## src/rtl/nn_vga_pkg.sv

```systemverilog
// Shared timing defaults, colour type and total-count helper for the VGA marker block.
package nn_vga_pkg;

  localparam int DEF_H_ACTIVE = 640;
  localparam int DEF_H_FP     = 16;
  localparam int DEF_H_SYNC   = 96;
  localparam int DEF_H_BP     = 48;
  localparam int DEF_V_ACTIVE = 480;
  localparam int DEF_V_FP     = 10;
  localparam int DEF_V_SYNC   = 2;
  localparam int DEF_V_BP     = 33;

  typedef logic [11:0] rgb444_t;

  function automatic int vga_total(input int active, input int fp, input int sync, input int bp);
    return active + fp + sync + bp;
  endfunction

endpackage

```

## src/rtl/nn_vga_marker_if.sv

```systemverilog
// Raster state bundle from the timing generator to the marker/output stage.
interface nn_vga_marker_if #(
  parameter int HW = 10,
  parameter int VW = 10
);
  logic          tick;
  logic [HW-1:0] hcnt;
  logic [VW-1:0] vcnt;
  logic          hsync_n;
  logic          vsync_n;
  logic          de;
  logic          sof;
  logic          eof;

  modport master (output tick, hcnt, vcnt, hsync_n, vsync_n, de, sof, eof);
  modport slave  (input  tick, hcnt, vcnt, hsync_n, vsync_n, de, sof, eof);
endinterface

```

## src/rtl/nn_vga_timing.sv

```systemverilog
// Pixel divider, h/v counters and combinational sync/DE decode of the current counter position.
module nn_vga_timing
  import nn_vga_pkg::*;
#(
  parameter int CLK_DIV  = 1,
  parameter int H_ACTIVE = DEF_H_ACTIVE,
  parameter int H_FP     = DEF_H_FP,
  parameter int H_SYNC   = DEF_H_SYNC,
  parameter int H_BP     = DEF_H_BP,
  parameter int V_ACTIVE = DEF_V_ACTIVE,
  parameter int V_FP     = DEF_V_FP,
  parameter int V_SYNC   = DEF_V_SYNC,
  parameter int V_BP     = DEF_V_BP
)(
  input  logic            clk_i,
  input  logic            rst_i,
  nn_vga_marker_if.master tim
);
  localparam int H_TOTAL = vga_total(H_ACTIVE, H_FP, H_SYNC, H_BP);
  localparam int V_TOTAL = vga_total(V_ACTIVE, V_FP, V_SYNC, V_BP);
  localparam int HW      = $clog2(H_TOTAL);
  localparam int VW      = $clog2(V_TOTAL);
  localparam int DW      = $clog2(CLK_DIV + 1);

  logic [DW-1:0] div_q, div_d;
  logic [HW-1:0] hcnt_q, hcnt_d;
  logic [VW-1:0] vcnt_q, vcnt_d;
  logic          tick;
  logic          h_last, v_last;

  assign tick   = (div_q == DW'(CLK_DIV - 1));
  assign h_last = (hcnt_q == HW'(H_TOTAL - 1));
  assign v_last = (vcnt_q == VW'(V_TOTAL - 1));

  always_comb begin
    div_d  = tick ? '0 : div_q + DW'(1);
    hcnt_d = hcnt_q;
    vcnt_d = vcnt_q;
    if (tick) begin
      if (h_last) begin
        hcnt_d = '0;
        vcnt_d = v_last ? '0 : vcnt_q + VW'(1);
      end else begin
        hcnt_d = hcnt_q + HW'(1);
      end
    end
  end

  always_ff @(posedge clk_i) begin
    if (rst_i) begin
      div_q  <= '0;
      hcnt_q <= '0;
      vcnt_q <= '0;
    end else begin
      div_q  <= div_d;
      hcnt_q <= hcnt_d;
      vcnt_q <= vcnt_d;
    end
  end

  assign tim.tick    = tick;
  assign tim.hcnt    = hcnt_q;
  assign tim.vcnt    = vcnt_q;
  assign tim.hsync_n = !((hcnt_q >= HW'(H_ACTIVE + H_FP)) && (hcnt_q < HW'(H_ACTIVE + H_FP + H_SYNC)));
  assign tim.vsync_n = !((vcnt_q >= VW'(V_ACTIVE + V_FP)) && (vcnt_q < VW'(V_ACTIVE + V_FP + V_SYNC)));
  assign tim.de      = (hcnt_q < HW'(H_ACTIVE)) && (vcnt_q < VW'(V_ACTIVE));
  assign tim.sof     = (hcnt_q == '0) && (vcnt_q == '0);
  assign tim.eof     = tick && h_last && v_last;

endmodule

```

## src/rtl/nn_vga_marker.sv

```systemverilog
// VGA raster with a square marker at the CPU coordinate, sampled once per frame at end of frame.
// Optional NN_VGA_CROSSHAIR_EN adds full-width/height lines through the marker origin.
module nn_vga_marker
  import nn_vga_pkg::*;
#(
  parameter int      CLK_DIV    = 1,
  parameter int      H_ACTIVE   = DEF_H_ACTIVE,
  parameter int      H_FP       = DEF_H_FP,
  parameter int      H_SYNC     = DEF_H_SYNC,
  parameter int      H_BP       = DEF_H_BP,
  parameter int      V_ACTIVE   = DEF_V_ACTIVE,
  parameter int      V_FP       = DEF_V_FP,
  parameter int      V_SYNC     = DEF_V_SYNC,
  parameter int      V_BP       = DEF_V_BP,
  parameter int      MARK_SIZE  = 8,
  parameter rgb444_t MARK_COLOR = 12'hF00,
  parameter rgb444_t BG_COLOR   = 12'h000
)(
  input  logic        CLK,
  input  logic        RST,
  input  logic [31:0] VGA_X,
  input  logic [31:0] VGA_Y,
  output logic        HSYNC,
  output logic        VSYNC,
  output logic        DE,
  output logic [11:0] RGB,
  output logic        FRAME_START
);
  localparam int HW = $clog2(vga_total(H_ACTIVE, H_FP, H_SYNC, H_BP));
  localparam int VW = $clog2(vga_total(V_ACTIVE, V_FP, V_SYNC, V_BP));

  nn_vga_marker_if #(.HW(HW), .VW(VW)) tim_if ();

  nn_vga_timing #(
    .CLK_DIV(CLK_DIV), .H_ACTIVE(H_ACTIVE), .H_FP(H_FP), .H_SYNC(H_SYNC), .H_BP(H_BP),
    .V_ACTIVE(V_ACTIVE), .V_FP(V_FP), .V_SYNC(V_SYNC), .V_BP(V_BP)
  ) u_timing (
    .clk_i (CLK),
    .rst_i (RST),
    .tim   (tim_if)
  );

  logic [HW-1:0] cx_q;
  logic [VW-1:0] cy_q;
  logic          valid_q;
  logic          hsync_q, vsync_q, de_q, fs_q;
  rgb444_t       rgb_q;

  logic          coord_ok, in_sq, hit;
  logic [31:0]   hx, vy, cx_w, cy_w;
  rgb444_t       pix_d;

  // Full 32-bit unsigned range check; only in-range coordinates ever enable the marker.
  assign coord_ok = (VGA_X < 32'(H_ACTIVE)) && (VGA_Y < 32'(V_ACTIVE));

  always_comb begin
    hx    = 32'(tim_if.hcnt);
    vy    = 32'(tim_if.vcnt);
    cx_w  = 32'(cx_q);
    cy_w  = 32'(cy_q);
    in_sq = (hx >= cx_w) && (hx < cx_w + 32'(MARK_SIZE)) &&
            (vy >= cy_w) && (vy < cy_w + 32'(MARK_SIZE));
`ifdef NN_VGA_CROSSHAIR_EN
    hit   = valid_q && (in_sq || (tim_if.de && ((tim_if.hcnt == cx_q) || (tim_if.vcnt == cy_q))));
`else
    hit   = valid_q && in_sq;
`endif
    pix_d = BG_COLOR;
    if (!tim_if.de) pix_d = '0;
    else if (hit)   pix_d = MARK_COLOR;
  end

  always_ff @(posedge CLK) begin
    if (RST) begin
      hsync_q <= 1'b1;
      vsync_q <= 1'b1;
      de_q    <= 1'b0;
      rgb_q   <= '0;
      fs_q    <= 1'b0;
      cx_q    <= '0;
      cy_q    <= '0;
      valid_q <= 1'b0;
    end else begin
      // FRAME_START updates every clock so it stays one CLK wide for any divider.
      fs_q <= tim_if.tick && tim_if.sof;
      if (tim_if.tick) begin
        hsync_q <= tim_if.hsync_n;
        vsync_q <= tim_if.vsync_n;
        de_q    <= tim_if.de;
        rgb_q   <= pix_d;
      end
      if (tim_if.eof) begin
        cx_q    <= VGA_X[HW-1:0];
        cy_q    <= VGA_Y[VW-1:0];
        valid_q <= coord_ok;
      end
    end
  end

  assign HSYNC       = hsync_q;
  assign VSYNC       = vsync_q;
  assign DE          = de_q;
  assign RGB         = rgb_q;
  assign FRAME_START = fs_q;

endmodule

```

## config.mk

```make
export PLATFORM = sky130hd
export DESIGN_NAME = nn_vga_marker
export DESIGN_NICKNAME = d
export VERILOG_FILES = /design/src/rtl/nn_vga_pkg.sv /design/src/rtl/nn_vga_marker_if.sv /design/src/rtl/nn_vga_timing.sv /design/src/rtl/nn_vga_marker.sv
export SDC_FILE = /design/constraint.sdc
export NUM_CORES = 1
export LEC_CHECK = 0
export ABC_AREA = 1
export CORE_MARGIN = 10
export CORE_UTILIZATION = 54
export CTS_CLUSTER_SIZE = 25
export DETAILED_ROUTE_END_ITERATION = 7
export GPL_TIMING_DRIVEN = 0
export PLACE_DENSITY = 0.91
export SLEW_MARGIN = 20
export SYNTH_ARGS = -nofsm -noshare
export SYNTH_HDL_FRONTEND = slang
export SYNTH_SLANG_ARGS = --single-unit
```

## constraint.sdc

```tcl
create_clock -name CLK -period 4 [get_ports CLK]
set_clock_uncertainty 0.15 [all_clocks]
set_input_delay 0.8 -clock CLK [delete_from_list [all_inputs] [get_ports CLK]]
set_output_delay 0.8 -clock CLK [all_outputs]
set_load 0.01 [all_outputs]
```

==> metrics, run 1 <==
status completed; CTS tree done; cell count after synthesis 488; fillers 502; DRC 0; CP peak stage delay 0.41 ns; Synth Register Bits 47; ys async rst share 0%; Synth Flop Type dfxtp_1; P_int 0.800 mW; Routability Congestion 0.980; Slew HR 40.6%; P_leak 1.90 nW; vias 3,576; Final Hold Fails 0; switching share of power 21.3%; CTS Hold Bufs 0; fin. max-slew vios 0; clock slew at reported path FFs 0.09 ns; fin nets 683; Die H 99.6 um; Reg power frac 46.9%; CP dominant cell by count a21oi_1; total power draw 1.02 mW; number of synthesis warnings 0; CP max FO 4; initial antenna violation count 0; dpl ws 1.52 ns; CP Class flop to flop; Peak supply drop 0.000144 V; Worst Slack Setup Final 1.66 ns; largest net degree at the start of global routing 15; crit path time final 2.34 ns; startpoint types flop; Synth Area in Compound Gates 11.7%; Combinational Power Share 12.1%; Worst-Skew Late Latency 0.31 ns; simple-gate area share of the yosys netlist 30.6%; total CTS buffers 5; global-route wire length before repair 16,000 um; register area share after synthesis 27.5%; Remaining Overflow, GRT 0; EDFF count, synth 0; Design Area, Final 0.00441 mm2; CP max stage cell dfxtp_1; core area 0.00603 mm2; most frequent cells in the layout nand2_1, clkdlybuf4s50_1, inv_1, dfxtp_1, nor2_1; setup total negative slack 0 ns; Die W 99.6 um; Resize count post-CTS 0; Adder-Cell Fraction of Synth Area 15.0%; post-DP HPWL 7990 um; Clock power frac 41.0%; combinational family with the most area after synthesis simple AND/OR/NAND/NOR gates; Final ANT Viol Nets 0; Synth Cell Area 0.00342 mm2; HP Class flop to flop; Yosys top cell area share 27.5%; multiplexer share of the synthesized area 0%; Worst Tran Pin Value 0.882 ns; Post-CTS Setup Repair Bufs 0; post-synthesis area per instance 7.01 um2; Final Cycle Share 58.5%; CP Cell Sequence nand2_1, nor2_1, nand3_1, xor2_1, ha_1, a21oi_1, nand3b_1, nand2_1, a21oi_1, nand3_1, a21oi_1; synth top area cells dfxtp_1, ha_1, nand2_1; f_max 427 MHz; number of global-route vias before repair 3,587; fraction of final layout cells sized beyond drive strength 1 6.59%; Via density 5.48; first drt pass iteration count 5; Synth Area in XOR/XNOR 3.33%; Antenna diodes 0; RSZ-0062 raised after global routing false; die area 0.00992 mm2; Clock Sinks 47; PwrDens 231 mW/mm2; Iter 0 DRT Violations 248; Site Rows 28; htree depth 2; switching power 0.216 mW; most common cell after layout, fill and taps aside nand2_1; synth unique cells 36; P&R area growth vs syn 28.8%; routed len/inst 15.0 um; max-cap viol count 0; area leader, netlist dfxtp_1; # setup viols final 0; clock tree buffer depth 2; input/output buffers 73; Root Buffer clkbuf_8; DP Area 0.00428 mm2; CP Capture Type flop; I/O Pins 82; CP required 4.09 ns; initial cell density of the core 56.8%; gr usage total 19.5%; Critical Path AT 2.43 ns; final wirelength 9800 um
==> power by group through the flow <==
| stage | clock network (mW) | logic (mW) | registers (mW) |
|---|---|---|---|
| after floorplan | 0 | 0.0401 | 0.487 |
| after global placement | 0 | 0.120 | 0.487 |
| after detailed placement | 0 | 0.122 | 0.487 |
| after CTS | 0.426 | 0.122 | 0.476 |
| after global routing | 0.438 | 0.134 | 0.477 |
| final | 0.417 | 0.123 | 0.477 |
==> per-stage QoR <==
| stage | utilization, % | hold slack, ns | instances |
|---|---|---|---|
| 4_1_cts | 73.2 | 0.316 | 652 |
| 5_1_grt | 73.2 | 0.359 | 652 |
| 2_1_floorplan | - | 0.282 | 496 |
| 3_3_place_gp | 71.0 | 0.298 | 644 |
| 6_report | 73.2 | 0.318 | 652 |
| 3_5_place_dp | 71.0 | 0.302 | 644 |
==> flip-flops by register name (all words and copies together) (netlist names), 10 cells and up <==
name	flops
cx_q	10
cy_q	10
u_timing.tim.hcnt	10
u_timing.tim.vcnt	10
==> worst paths after layout <==
path                        startpoint                    to  slack, ns  cells past startpoint
setup / recovery  cx_q[5]$_SDFFE_PP0P_  RGB[10]$_SDFFE_PP0N_       1.66                     11
hold / removal    cx_q[1]$_SDFFE_PP0P_  cx_q[1]$_SDFFE_PP0P_       0.32                      2
setup reg to reg  cx_q[5]$_SDFFE_PP0P_  RGB[10]$_SDFFE_PP0N_       1.66                     11
hold reg to reg   cx_q[1]$_SDFFE_PP0P_  cx_q[1]$_SDFFE_PP0P_       0.32                      2
==> cell type report <==
type	count	area (um2)	share of cell area, %
multi-input combinational	362	2110	47.9
timing repair buffer	73	731	16.6
tap	75	93.8	2.13
clock buffer	6	72.6	1.65
inverter	68	258	5.85
buffer	19	143	3.23
clock inverter	2	60.1	1.36
sequential	47	941	21.3
==> cells in the mapped netlist, types with 10 or more instances <==
cell and instances:
nor4_1 14, xor2_1 10, nor3_1 16, o21ai_0 10
ha_1 41, buf_4 11, dfxtp_1 47, a21oi_1 41
inv_1 64, nor2_1 45, nand2_1 99, o21ai_1 17
nand3_1 20, nand4_1 11
==> critical path, delay by kind of cell (launching register included) <==
kind	cells	cell delay (ns)
adder cells (fa/ha/maj)	1	0.29
AO/OA/AOI/OAI	3	0.41
flip-flops	1	0.41
XOR/XNOR	1	0.17
AND/OR/NAND/NOR	6	0.81
==> kinds of logic after synthesis <==
| kind of cell | after synthesis |
|---|---|
| adder cells (fa/ha/maj) | 41 |
| other | 1 |
| XOR/XNOR | 13 |
| buffers and inverters | 87 |
| flip-flops | 47 |
| AO/OA/AOI/OAI | 76 |
| AND/OR/NAND/NOR | 223 |
==> metal layers <==
layer | GRT usage, % | share of wire, % | wire length, um
met1 | 23.2 | 43 | 4170
met2 | 31.8 | 45 | 4440
met3 | 6.23 | 10 | 976
met4 | 7.28 | 2.2 | 215
met5 | 0 | 0 | 0
Note: power is estimated with default switching activity, not from simulation.
==> inputs of run 2 (changes only) <==
CORE_UTILIZATION = 51   (was 54)
PLACE_DENSITY = 0.87   (was 0.91)
clock period = 2.25 ns   (was 4 ns; I/O delays follow)
==> run 2 against run 1 <==
Against the previous run:
- maximum frequency grew 11%
- die area rose by 4.7%
- first-iteration DRC count is 27% lower
- sequential share of layout area is 0.11 points higher
- via count fell by 3.0%
- sequential power rose by 78%
- critical endpoint unchanged
- flip-flop and latch count did not move
- core utilization down 4.9 points
- global-route usage fell by 0.85 points
==> metrics, run 2 (same netlist as run 1, synthesis figures left out) <==
CTS tree done; delay-heaviest family, CP simple AND/OR/NAND/NOR gates; Core Util, Final 68.3% (-4.9 points); Routability Congestion 0.911 (-7.0%); initial antenna violation count 0 (unchanged); CP Class flop to flop; f_max 475 MHz (+11%); gr usage total 18.6% (-0.85 points); first drt pass iteration count 4 (-1); CP max stage cell dfxtp_1; P_int 1.20 mW (+50%); DRC 0 (unchanged); CP Capture Type flop; RSZ-0062 raised after global routing false; core area 0.00642 mm2 (+6.6%); crit path time final 2.11 ns (-0.232 ns); CP Cell Sequence ha_1, nand2_1, nor2_1, nand3_1, xor2_1, ha_1, a21boi_0, nand2_1, nand3_1, a21oi_1; Multi-input gate area 0.00213 mm2 (+0.83%); Remaining Overflow, GRT 0 (unchanged); PwrDens 368 mW/mm2 (+60%); switching power 0.414 mW (+91%); Die H 102 um (+2.3%); status completed; Design Area, Final 0.00439 mm2 (-0.51%); Final Hold Fails 0 (unchanged); Final ANT Viol Nets 0 (unchanged); FF/Latch Area 941 um2 (unchanged); CTS Hold Bufs 0 (unchanged); clock slew at reported path FFs 0.10 ns (about the same); number of global-route vias before repair 3,597 (+0.28%); Combinational Power Share 13.5% (+1.4 points); input/output buffers 73 (unchanged); startpoint types flop; Peak supply drop 0.000233 V (+62%); post-DP HPWL 7650 um (-4.2%); CP required 2.29 ns (-1.80 ns); P_leak 1.88 nW (-1.2%); Site Rows 29 (+3.6%); Final Cycle Share 93.6% (+35 points); # setup viols final 0 (unchanged); largest net degree at the start of global routing 16 (+1); Clock Sinks 47 (unchanged); P&R area growth vs syn 28.2%; CP max FO 3 (-1); Iter 0 DRT Violations 180 (-27%); final wirelength 9410 um (-4.0%); Min Hold Slack 0.322 ns (+0.00418 ns); Worst-Skew Late Latency 0.32 ns (about the same); fillers 539 (+7.4%); Via density 5.30 (-3.3%); setup total negative slack 0 ns (unchanged); fin. max-slew vios 0 (unchanged); most frequent cells in the layout nand2_1, clkdlybuf4s50_1, inv_1, dfxtp_1, nor2_1; Worst Tran Pin Value 0.634 ns (-0.248 ns); fin nets 683 (unchanged); Worst Path Buf+Inv 0 (unchanged); initial cell density of the core 53.3% (-3.5 points); fraction of final layout cells sized beyond drive strength 1 7.11% (+0.52 points); total CTS buffers 5 (unchanged); Clock power frac 34.2% (-6.8 points); HP Class flop to flop; routed len/inst 14.4 um (-4.3%); Antenna diodes 0 (unchanged); max-cap viol count 0 (unchanged); vias 3,467 (-3.0%); htree depth 2 (unchanged); Root Buffer clkbuf_8; clock tree buffer depth 2 (unchanged); switching share of power 25.6% (+4.3 points); Slew HR 57.4% (+17 points); die area 0.0104 mm2 (+4.7%); global-route wire length before repair 15,700 um (-1.8%); Die W 102 um (+2.3%); Reg power frac 52.4% (+5.5 points); CP peak stage delay 0.39 ns (-0.02 ns); DP Area 0.00428 mm2 (about the same); Critical Path AT 2.14 ns (-0.29 ns); most common cell after layout, fill and taps aside nand2_1; I/O Pins 82 (unchanged)
## run 2: cell types whose count changed in the layout (fill, tap and decap cells not counted), sizes merged
cell,before,now
bufinv,2,0
clkinv,1,3
## run 2: path summary, 6_finish.rpt
kind | startpoint | to | slack [ns] | cells after the start
worst max-delay path | cy_q[3]$_SDFFE_PP0P_ | RGB[10]$_SDFFE_PP0N_ | 0.14 | 10
worst min register to register | cy_q[1]$_SDFFE_PP0P_ | cy_q[1]$_SDFFE_PP0P_ | 0.32 | 2
worst min-delay path | cy_q[1]$_SDFFE_PP0P_ | cy_q[1]$_SDFFE_PP0P_ | 0.32 | 2
worst max register to register | cy_q[3]$_SDFFE_PP0P_ | RGB[10]$_SDFFE_PP0N_ | 0.14 | 10
## run 2: power by group through the flow
stage	combinational [mW]	sequential, mW	clock, mW
2_1_floorplan	0.0714	0.867	0
3_3_place_gp	0.212	0.866	0
3_5_place_dp	0.216	0.866	0
4_1_cts	0.217	0.847	0.549
5_1_grt	0.236	0.849	0.590
6_report	0.217	0.847	0.552
## run 2: layout make-up
class                      count  area share (%)
tap                           77            2.20
buffer                        19            3.25
inverter                      68            5.88
multi-input combinational    362            48.5
sequential                    47            21.4
clock buffer                   6            1.65
timing repair buffer          73            16.7
clock inverter                 2           0.399
## run 2: worst reg2reg max path: stages, from the launching register on
cell and delay, ns:
dfxtp_1 0.39, ha_1 0.20, nand2_1 0.07, nor2_1 0.18, nand3_1 0.13, xor2_1 0.16
ha_1 0.26, a21boi_0 0.22, nand2_1 0.08, nand3_1 0.08, a21oi_1 0.06
## run 2: metal layers
metal  part of all wire (%)  global-route usage (%)  vias up
met4                    2.4                    7.81        0
li1                       -                       -     1771
met2                     49                    33.3      143
met5                      0                       0        -
met1                     40                    19.9     1534
met3                    8.6                    5.80       19
## run 2: stage by stage
stage	setup slack (ns)	cells	total power, mW
2_1_floorplan	0.348	496	0.938
5_1_grt	0.00207	654	1.67
3_5_place_dp	0.120	646	1.08
3_3_place_gp	0.137	646	1.08
4_1_cts	0.0730	654	1.61
6_report	0.143	654	1.62
## run 2: what timing repair did
item                                    in CTS  in global routing
endpoints found under the setup margin       0                  1
gates resized for setup                      0                  5
buffers inserted                             0                  0
==> inputs of run 3 (changes only) <==
HOLD_SLACK_MARGIN = 0.12   (was unset)
==> results of run 3 <==
No change in the layout: final DEF, timing and power equal those of run 2.
